===== config.mk =====
export PLATFORM = sky130hd
export DESIGN_NAME = instr_fetch_queue_flat
export DESIGN_NICKNAME = d
export VERILOG_FILES = /design/src/rtl/instr_fetch_queue_if.sv /design/src/rtl/instr_fetch_queue.sv /design/src/flat_wrapper.sv
export SDC_FILE = /design/constraint.sdc
export NUM_CORES = 1
export LEC_CHECK = 0
export BUFFER_PORTS_ARGS = -buffer_cell sky130_fd_sc_hd__buf_4
export CORE_ASPECT_RATIO = 1.25
export CORE_MARGIN = 2
export CORE_UTILIZATION = 38
export CTS_CLUSTER_SIZE = 28
export DETAILED_ROUTE_END_ITERATION = 16
export PLACE_DENSITY = 0.6
export SYNTH_ARGS = -nofsm -noshare
export SYNTH_HDL_FRONTEND = slang
export SYNTH_SLANG_ARGS = --single-unit

===== constraint.sdc =====
create_clock -name clk_i -period 4.2 [get_ports clk_i]
set_clock_uncertainty 0.15 [all_clocks]
set_input_delay 1.05 -clock clk_i [delete_from_list [all_inputs] [get_ports clk_i]]
set_output_delay 1.05 -clock clk_i [all_outputs]
set_load 0.03 [all_outputs]

===== src/rtl/instr_fetch_queue_if.sv =====
// Fetch-queue bus: redirect/dequeue from the pipeline plus the instruction-memory port.
// slave is the fetch queue itself; master is whatever drives it.
interface instr_fetch_queue_if;
    logic        redirect_i;
    logic [31:0] redirect_pc_i;
    logic        deq_i;
    logic        valid_o;
    logic [31:0] instr_o;
    logic [31:0] pc_n_o;
    logic        mem_req_o;
    logic [31:0] mem_addr_o;
    logic        mem_rdy_i;
    logic        mem_rvalid_i;
    logic [31:0] mem_rdata_i;

    modport slave (
        input  redirect_i, redirect_pc_i, deq_i, mem_rdy_i, mem_rvalid_i, mem_rdata_i,
        output valid_o, instr_o, pc_n_o, mem_req_o, mem_addr_o
    );

    modport master (
        output redirect_i, redirect_pc_i, deq_i, mem_rdy_i, mem_rvalid_i, mem_rdata_i,
        input  valid_o, instr_o, pc_n_o, mem_req_o, mem_addr_o
    );
endinterface


===== src/rtl/instr_fetch_queue.sv =====
// Decoupled instruction fetch: owns the fetch PC, keeps one memory request in flight
// and buffers {pc+4, instr} pairs for the IF stage; redirects flush and squash stale data.
module instr_fetch_queue #(
    parameter int          DEPTH    = 4,
    parameter logic [31:0] RESET_PC = 32'h0000_0000
) (
    input logic                  clk_i,
    input logic                  rst_i,
    instr_fetch_queue_if.slave   bus
);
    localparam int PW = $clog2(DEPTH);

    typedef enum logic [1:0] {IDLE, WAIT, DISCARD} state_t;

    state_t          state, state_n;
    logic [31:0]     fetch_pc, req_pc;
    logic [PW-1:0]   wr_ptr, rd_ptr;
    logic [PW:0]     count;
    logic [31:0]     pcn_mem   [DEPTH];
    logic [31:0]     instr_mem [DEPTH];
    logic            in_wait, credit_ok, req, accept, push, pop;

    // An outstanding request already owns a slot; a same-cycle dequeue is not credited.
    assign in_wait   = (state == WAIT);
    assign credit_ok = ({1'b0, count} + {{(PW+1){1'b0}}, in_wait}) < (PW+2)'(DEPTH);

    // Requests are also held off while reset is asserted so the port is quiet in reset.
    assign req    = !rst_i && !bus.redirect_i && credit_ok &&
                    ((state == IDLE) || (in_wait && bus.mem_rvalid_i));
    assign accept = req && bus.mem_rdy_i;
    assign push   = in_wait && bus.mem_rvalid_i && !bus.redirect_i;
    assign pop    = bus.deq_i && (count != '0) && !bus.redirect_i;

    always_comb begin
        state_n = state;
        case (state)
            IDLE:    if (accept) state_n = WAIT;
            WAIT: begin
                if (bus.redirect_i)        state_n = bus.mem_rvalid_i ? IDLE : DISCARD;
                else if (bus.mem_rvalid_i) state_n = accept ? WAIT : IDLE;
            end
            DISCARD: if (bus.mem_rvalid_i) state_n = IDLE;
            default: state_n = IDLE;
        endcase
    end

    always_ff @(posedge clk_i) begin
        if (rst_i) state <= IDLE;
        else       state <= state_n;
    end

    always_ff @(posedge clk_i) begin
        if (rst_i) begin
            fetch_pc <= RESET_PC;
            req_pc   <= '0;
            wr_ptr   <= '0;
            rd_ptr   <= '0;
            count    <= '0;
        end else if (bus.redirect_i) begin
            fetch_pc <= bus.redirect_pc_i & ~32'h3;
            wr_ptr   <= '0;
            rd_ptr   <= '0;
            count    <= '0;
        end else begin
            if (accept) begin
                req_pc   <= fetch_pc;
                fetch_pc <= fetch_pc + 32'd4;
            end
            if (push) wr_ptr <= wr_ptr + PW'(1);
            if (pop)  rd_ptr <= rd_ptr + PW'(1);
            case ({push, pop})
                2'b10:   count <= count + (PW+1)'(1);
                2'b01:   count <= count - (PW+1)'(1);
                default: count <= count;
            endcase
        end
    end

    always_ff @(posedge clk_i) begin
        if (push) begin
            pcn_mem[wr_ptr]   <= req_pc + 32'd4;
            instr_mem[wr_ptr] <= bus.mem_rdata_i;
        end
    end

    assign bus.valid_o    = (count != '0);
    assign bus.instr_o    = bus.valid_o ? instr_mem[rd_ptr] : 32'h0;
    assign bus.pc_n_o     = bus.valid_o ? pcn_mem[rd_ptr]   : 32'h0;
    assign bus.mem_req_o  = req;
    assign bus.mem_addr_o = fetch_pc;
endmodule

===== src/flat_wrapper.sv =====
// flat-port wrapper written by rule: the top's interface ports become plain ports
module instr_fetch_queue_flat 
#(
    parameter int          DEPTH    = 4,
    parameter logic [31:0] RESET_PC = 32'h0000_0000
)
  (clk_i, rst_i, bus_redirect_i, bus_redirect_pc_i, bus_deq_i, bus_mem_rdy_i, bus_mem_rvalid_i, bus_mem_rdata_i, bus_valid_o, bus_instr_o, bus_pc_n_o, bus_mem_req_o, bus_mem_addr_o);
  instr_fetch_queue_if bus_i ();
  input logic clk_i;
  input logic rst_i;
  input wire logic [$bits(bus_i.redirect_i)-1:0] bus_redirect_i;
  input wire logic [$bits(bus_i.redirect_pc_i)-1:0] bus_redirect_pc_i;
  input wire logic [$bits(bus_i.deq_i)-1:0] bus_deq_i;
  input wire logic [$bits(bus_i.mem_rdy_i)-1:0] bus_mem_rdy_i;
  input wire logic [$bits(bus_i.mem_rvalid_i)-1:0] bus_mem_rvalid_i;
  input wire logic [$bits(bus_i.mem_rdata_i)-1:0] bus_mem_rdata_i;
  output wire logic [$bits(bus_i.valid_o)-1:0] bus_valid_o;
  output wire logic [$bits(bus_i.instr_o)-1:0] bus_instr_o;
  output wire logic [$bits(bus_i.pc_n_o)-1:0] bus_pc_n_o;
  output wire logic [$bits(bus_i.mem_req_o)-1:0] bus_mem_req_o;
  output wire logic [$bits(bus_i.mem_addr_o)-1:0] bus_mem_addr_o;
  assign bus_i.redirect_i = bus_redirect_i;
  assign bus_i.redirect_pc_i = bus_redirect_pc_i;
  assign bus_i.deq_i = bus_deq_i;
  assign bus_i.mem_rdy_i = bus_mem_rdy_i;
  assign bus_i.mem_rvalid_i = bus_mem_rvalid_i;
  assign bus_i.mem_rdata_i = bus_mem_rdata_i;
  assign bus_valid_o = bus_i.valid_o;
  assign bus_instr_o = bus_i.instr_o;
  assign bus_pc_n_o = bus_i.pc_n_o;
  assign bus_mem_req_o = bus_i.mem_req_o;
  assign bus_mem_addr_o = bus_i.mem_addr_o;
  instr_fetch_queue #(.DEPTH(DEPTH), .RESET_PC(RESET_PC)) u_core (.clk_i(clk_i), .rst_i(rst_i), .bus(bus_i));
endmodule

==> summary.txt, run 1 <==
Outcome
  • Status: complete, no violations

Min path
  • Hold depth: 2
  • Hold/Removal Path Class: reg2reg
  • Endpoint, Worst Hold: u_core.req_pc[31]$_SDFFE_PP0P_
  • Min-delay src: u_core.req_pc[31]$_SDFFE_PP0P_

Critical path
  • Crit path buffers/inverters: 2
  • Crit path launch type: flop
  • Crit-path max FO: 23
  • Worst r2r src: u_core.count[0]$_SDFFE_PP0P_
  • Arrival @ worst endpoint: 2.38 ns
  • Critical path class: reg2out
  • Cell depth of the worst flop-to-flop path: 9
  • Capturing point of the worst reg2reg path: u_core.count[2]$_SDFFE_PP0P_
  • Reg2Reg Setup Slack: 1.42 ns
  • Critical path capture point type: output port
  • Critical Path RT: 3.00 ns
  • CP peak stage delay: 0.68 ns
  • Critical-path top delay cell: dfxtp_4
  • Cell Chain, Critical Path: buf_12, mux4_2, nor2b_1, buf_4
  • Critical path's top delay family: flip-flops

STA
  • Final worst path period share: 85.25%
  • Post-route minimum period: 3.580 ns
  • RSZ-0062 raised after global routing: false
  • Slew Viols, Final: 0
  • Rel. slew slack: 42.01%
  • Setup TNS: 0 ns
  • Final Setup Violations: 0
  • Worst-Margin Slew: 0.8666 ns
  • Hold slack: 0.3249 ns
  • Endpoints failing hold: 0
  • Worst setup margin: 0.6196 ns
  • Fmax: 0.2793 GHz

Placement
  • # placed instances: 1517
  • Pre-CTS WS: 0.8955 ns
  • DP HPWL: 17.79 mm
  • IO buf count: 161
  • Placer Congestion: 0.7943

Floorplanning
  • Initial Util: 38.50%
  • Ports: 168
  • Die area: 0.03639 mm²
  • Die Span X: 171.0 µm
  • Row cnt: 76
  • Core area: 0.03442 mm²
  • Die height: 212.8 µm

Synth
  • Post-synthesis cell type count: 61
  • Number of synthesized register bits: 319
  • Synthesized instance count: 913
  • Mean Syn Cell Area: 14.51 µm²
  • Primary FF master, synth: edfxtp_1
  • Yosys warning count: 0
  • EDFF count, synth: 248
  • Async SR Flop Fraction: 0%
  • Sequential area share after synthesis: 66.92%
  • Cell area after synthesis: 0.01325 mm²

Pwr
  • Leak: 5.667 nW
  • Worst vdd ir: 0.0002734 V
  • Power Density: 409.8 mW/mm²

Global route
  • Vias in the first global route: 7957
  • Congestion Overflow GR: 0
  • Largest net degree at the start of global routing: 65
  • Antenna violations before repair: 0
  • All-Layer GR Usage: 15.32%
  • First-pass GRT wire length: 43.47 mm

Route
  • Pre-Repair DR Iteration Count: 5
  • Via count: 7867
  • DR WL/cell: 17.38 µm
  • WL final: 27.43 mm
  • Number of vias per cell: 4.985
  • Post-route ant nets: 0
  • First DRT Iteration DRCs: 403
  • DRC: 0

Finish
  • Register area: 0.008874 mm²
  • Share of the core filled with cells: 47.03%
  • Final std cells w/o fill: 1578
  • P&R area growth vs syn: 22.17%
  • Most frequent cells in the layout: 248 x edfxtp_1, 177 x buf_4, 101 x nand2_1
  • N_diodes: 0
  • Count of filler cells inserted in the layout: 3121
  • Layout cells sized above 1: 28.02%
  • Commonest non-fill, non-tap cell in the layout: edfxtp_1
  • Final layout net count: 1163
  • Multi-input logic area: 0.004100 mm²

Clock network
  • Clk sinks: 319
  • Max clock buf depth: 3
  • Reg clk slew, reported paths: 0.06 ns
  • Total CTS buffers: 34
  • Hold-fix buffers, CTS: 0
  • Post-CTS setup repair buffer count: 0
  • Gates resized, CTS repair: 0
  • TritonCTS clock tree: done
  • Clock Latency Late Sink: 0.51 ns
  • Root Buffer: clkbuf_16
  • H-tree levels: 2

Job
  • # Max-Cap Violations: 0
==> kinds of logic (layout without fill, tap and decap cells) <==
kind of cell,Yosys count,in the layout,synth area share (%)
compound gates,105,105,4.608
other cells,1,4,0.02830
mux,66,66,10.87
fa+ha+maj,8,8,0.8120
simple gates,309,309,12.05
flops,319,319,66.92
xor+xnor,36,36,2.379
buf+inv,69,263,2.332
==> worst max-delay path by stage <==
stage	slack, ns	depth (start not counted)	end
after floorplan	0.29	2	u_core.instr_mem[1][0]$_DFFE_PP_
after detailed placement	0.90	6	u_core.bus.mem_addr_o[22]$_SDFFE_PP0P_
after global placement	0.90	6	u_core.bus.mem_addr_o[22]$_SDFFE_PP0P_
final	0.62	4	bus_pc_n_o[11]
after CTS	0.51	4	bus_pc_n_o[11]
after global routing	0.46	4	bus_pc_n_o[9]
==> tightest hold or removal path: stages (launching register included) <==
cell and delay [ns]:
dfxtp_1 0.32, nand2_1 0.06, a21oi_1 0.05
==> registers in the layout (all words and copies together), names as in the netlist, named ones only <==
name / flops
u_core.pcn_mem: 120
u_core.count: 3
u_core.bus.mem_addr_o: 30
u_core.instr_mem: 128
u_core.wr_ptr: 2
u_core.state: 2
u_core.rd_ptr: 2
u_core.req_pc: 30
==> synth_stat cells, types with 5 or more instances <==
cell type,instances,area (µm²)
edfxtp_1,248,7447
nand2_1,101,379.1
dfxtp_1,71,1421
nor2b_1,68,425.4
mux4_2,62,1396
a21oi_1,52,260.3
nor2_1,40,150.1
clkbuf_1,30,112.6
nand3_1,24,120.1
xnor2_1,20,175.2
inv_1,19,71.32
nand4_1,19,118.9
o21ai_0,19,95.09
xor2_1,16,140.1
nor3_1,12,60.06
a31oi_1,10,62.56
buf_2,10,50.05
and2_1,9,56.30
a22oi_1,7,52.55
ha_1,7,87.58
or3_1,7,43.79
buf_4,5,37.54
==> metal layers <==
| layer | routed length (µm) | GRT usage (%) | share of wire (%) | vias up |
|---|---|---|---|---|
| met1 | 12160 | 20.42 | 44 | 3836 |
| met2 | 13070 | 25.42 | 48 | 215 |
| li1 | - | - | - | 3769 |
| met5 | 0 | 0 | 0 | - |
| met3 | 1543 | 2.947 | 5.6 | 47 |
| met4 | 651 | 4.734 | 2.4 | 0 |
==> where the power goes <==
group	switching, mW	total, mW	internal [mW]
Combinational	0.140	0.242	0.102
Sequential	0.0407	3.45	3.41
Clock	1.20	2.94	1.75
Total	1.38	6.64	5.26
==> cell type report <==
class	instances	share of cell area (%)
flip-flops and latches	319	54.81
clock inverters	12	0.6028
clock buffers	49	6.252
multi-input cells	528	25.33
repair buffers	183	8.950
inverters	19	0.4405
well taps	468	3.617
==> stage by stage <==
step	power, mW	instance area [µm²]
CTS	6.709	16190
finish	6.635	16190
global placement	3.755	15080
global route	6.861	16190
detailed placement	3.759	15080
floorplan	3.636	13260
Power figures use the tool's default switching activity.
==> run 2: changes to the inputs <==
RECOVER_POWER = 25   (was default)
==> run 2 against run 1 <==
- the flow now finishes with violations (capacitance limit, slew limit)
- register-to-register slack hardly changed
- hold slack stayed put
- non-clock buffer count stayed put
- via count is 0.17% higher
- maximum frequency hardly changed
- die area stayed put
- clock-buffer cell count stayed put
- cell count stayed put
- setup slack better by 0.0020 ns
- sequential share of layout area is 0.42 points higher
- combinational power is 5% lower
- design area is 0.77% lower
==> summary.txt, run 2 (synthesis results as in run 1) <==
Critical path
  • Crit path launch type: flop (unchanged)
  • Worst r2r src: u_core.count[0]$_SDFFE_PP0P_ (unchanged)
  • Arrival @ worst endpoint: 2.38 ns (about the same)
  • Critical path capture point type: output port (unchanged)
  • Capturing point of the worst reg2reg path: u_core.count[2]$_SDFFE_PP0P_ (unchanged)
  • Critical Path RT: 3.00 ns (about the same)
  • Cell depth of the worst flop-to-flop path: 9 (unchanged)
  • Crit-path max FO: 23 (unchanged)
  • Critical path class: reg2out (unchanged)
  • Reg2Reg Setup Slack: 1.42 ns (about the same)

Global route
  • First-pass GRT wire length: 43.47 mm (unchanged)
  • Vias in the first global route: 7957 (unchanged)
  • All-Layer GR Usage: 15.32% (unchanged)
  • Largest net degree at the start of global routing: 65 (unchanged)
  • Congestion Overflow GR: 0 (unchanged)
  • Antenna violations before repair: 0 (unchanged)

Job
  • # Max-Cap Violations: 1 (was 0)

Clock network
  • TritonCTS clock tree: done (unchanged)
  • Root Buffer: clkbuf_16 (unchanged)
  • Hold-fix buffers, CTS: 0 (unchanged)
  • Post-CTS setup repair buffer count: 0 (unchanged)
  • Max clock buf depth: 3 (unchanged)
  • Clock Latency Late Sink: 0.51 ns (about the same)
  • H-tree levels: 2 (unchanged)
  • Clk sinks: 319 (unchanged)
  • Gates resized, CTS repair: 0 (unchanged)
  • Total CTS buffers: 34 (unchanged)
  • Reg clk slew, reported paths: 0.06 ns (about the same)

Placement
  • Pre-CTS WS: 0.8955 ns (unchanged)
  • Placer Congestion: 0.7943 (unchanged)
  • IO buf count: 161 (unchanged)
  • DP HPWL: 17.79 mm (unchanged)

Finish
  • N_diodes: 0 (unchanged)
  • Final layout net count: 1163 (unchanged)
  • Register name with the most flops: u_core.instr_mem (unchanged)
  • Commonest non-fill, non-tap cell in the layout: edfxtp_1 (unchanged)
  • Number of flip-flops under the largest register name: 128 (unchanged)
  • Layout cells sized above 1: 25.05% (was 28.02%)
  • Most frequent cells in the layout: 248 x edfxtp_1, 144 x buf_4, 101 x nand2_1 (was 248 x edfxtp_1, 177 x buf_4, 101 x nand2_1)
  • Largest registers: u_core.instr_mem x128, u_core.pcn_mem x120 (unchanged)
  • P&R area growth vs syn: 21.23% (was 22.17%)
  • Share of the core filled with cells: 46.67% (was 47.03%)

Route
  • Pre-Repair DR Iteration Count: 5 (unchanged)
  • First DRT Iteration DRCs: 406 (was 403)
  • DR WL/cell: 17.36 µm (was 17.38 µm)
  • DRC: 0 (unchanged)
  • Via count: 7880 (was 7867)
  • Post-route ant nets: 0 (unchanged)
  • WL final: 27.40 mm (was 27.43 mm)
  • Number of vias per cell: 4.994 (was 4.985)

STA
  • Post-route minimum period: 3.578 ns (was 3.580 ns)
  • Worst-Margin Slew: 1.758 ns (was 0.8666 ns)
  • Final worst path period share: 85.20% (was 85.25%)
  • Slew Viols, Final: 39 (was 0)
  • Endpoints failing hold: 0 (unchanged)
  • Worst setup margin: 0.6216 ns (was 0.6196 ns)
  • Setup TNS: 0 ns (unchanged)
  • RSZ-0062 raised after global routing: false (unchanged)
  • Fmax: 0.2795 GHz (was 0.2793 GHz)
  • Rel. slew slack: -17.19% (was 42.01%)
  • Final Setup Violations: 0 (unchanged)

Outcome
  • Status: finished with violations (was complete, no violations)
  • Failing checks: capacitance limit, slew limit

Pwr
  • Leak: 5.548 nW (was 5.667 nW)
  • Power Density: 412.2 mW/mm² (was 409.8 mW/mm²)
  • Worst vdd ir: 0.0002735 V (was 0.0002734 V)

Floorplanning
  • Ports: 168 (unchanged)
  • Die height: 212.8 µm (unchanged)
  • Die area: 0.03639 mm² (unchanged)
  • Row cnt: 76 (unchanged)
  • Initial Util: 38.50% (unchanged)
  • Core area: 0.03442 mm² (unchanged)
  • Die Span X: 171.0 µm (unchanged)

Min path
  • Endpoint, Worst Hold: u_core.req_pc[31]$_SDFFE_PP0P_ (unchanged)
  • Hold depth: 2 (unchanged)
  • Hold/Removal Path Class: reg2reg (unchanged)
  • Min-delay src: u_core.req_pc[31]$_SDFFE_PP0P_ (unchanged)
## run 2: worst max-delay path, stage by stage (launching register included)
cell     delay (ns)
dfxtp_4        0.68
buf_12         0.28
mux4_2         0.56
nor2b_1        0.16
buf_4          0.20
## run 2: layer usage
layer  track usage (%)  part of all wire, %
met1             20.42                   44
met2             25.42                   48
met3             2.947                  5.7
met4             4.734                  2.4
met5                 0                    0
## run 2: how the worst max path moves through the flow
stage	from	to	slack, ns	depth (start not counted)
3_5_place_dp	rst_i	u_core.bus.mem_addr_o[22]$_SDFFE_PP0P_	0.90	6
4_1_cts	flop	bus_pc_n_o[11]	0.51	4
2_1_floorplan	bus_redirect_i	u_core.instr_mem[1][0]$_DFFE_PP_	0.29	2
6_report	flop	bus_pc_n_o[11]	0.62	4
5_1_grt	flop	bus_pc_n_o[9]	0.46	4
3_3_place_gp	rst_i	u_core.bus.mem_addr_o[22]$_SDFFE_PP0P_	0.90	6
## run 2: through the flow
step                      hold slack, ns  instances  cell area (µm²)  power, mW
final                             0.3249       1578            16070      6.622
after CTS                         0.3282       1578            16190      6.709
after floorplan                   0.2981        916            13260      3.636
after detailed placement          0.3195       1517            15080      3.759
after global routing              0.3548       1578            16070      6.848
after global placement            0.3142       1517            15080      3.755
## run 2: where the power goes
group / total [mW] / internal [mW] / switching (mW)
Sequential: 3.45 / 3.41 / 0.0406
Combinational: 0.229 / 0.0895 / 0.140
Clock: 2.94 / 1.75 / 1.20
Total: 6.62 / 5.25 / 1.38
## run 2: layout make-up
type                       instances  area, µm²
tap                              468      585.6
clock buffer                      49       1012
clock inverter                    12      97.59
multi-input combinational        528       4100
inverter                          19      71.32
sequential                       319       8874
timing repair buffer             183       1325
fill                            3149      18360
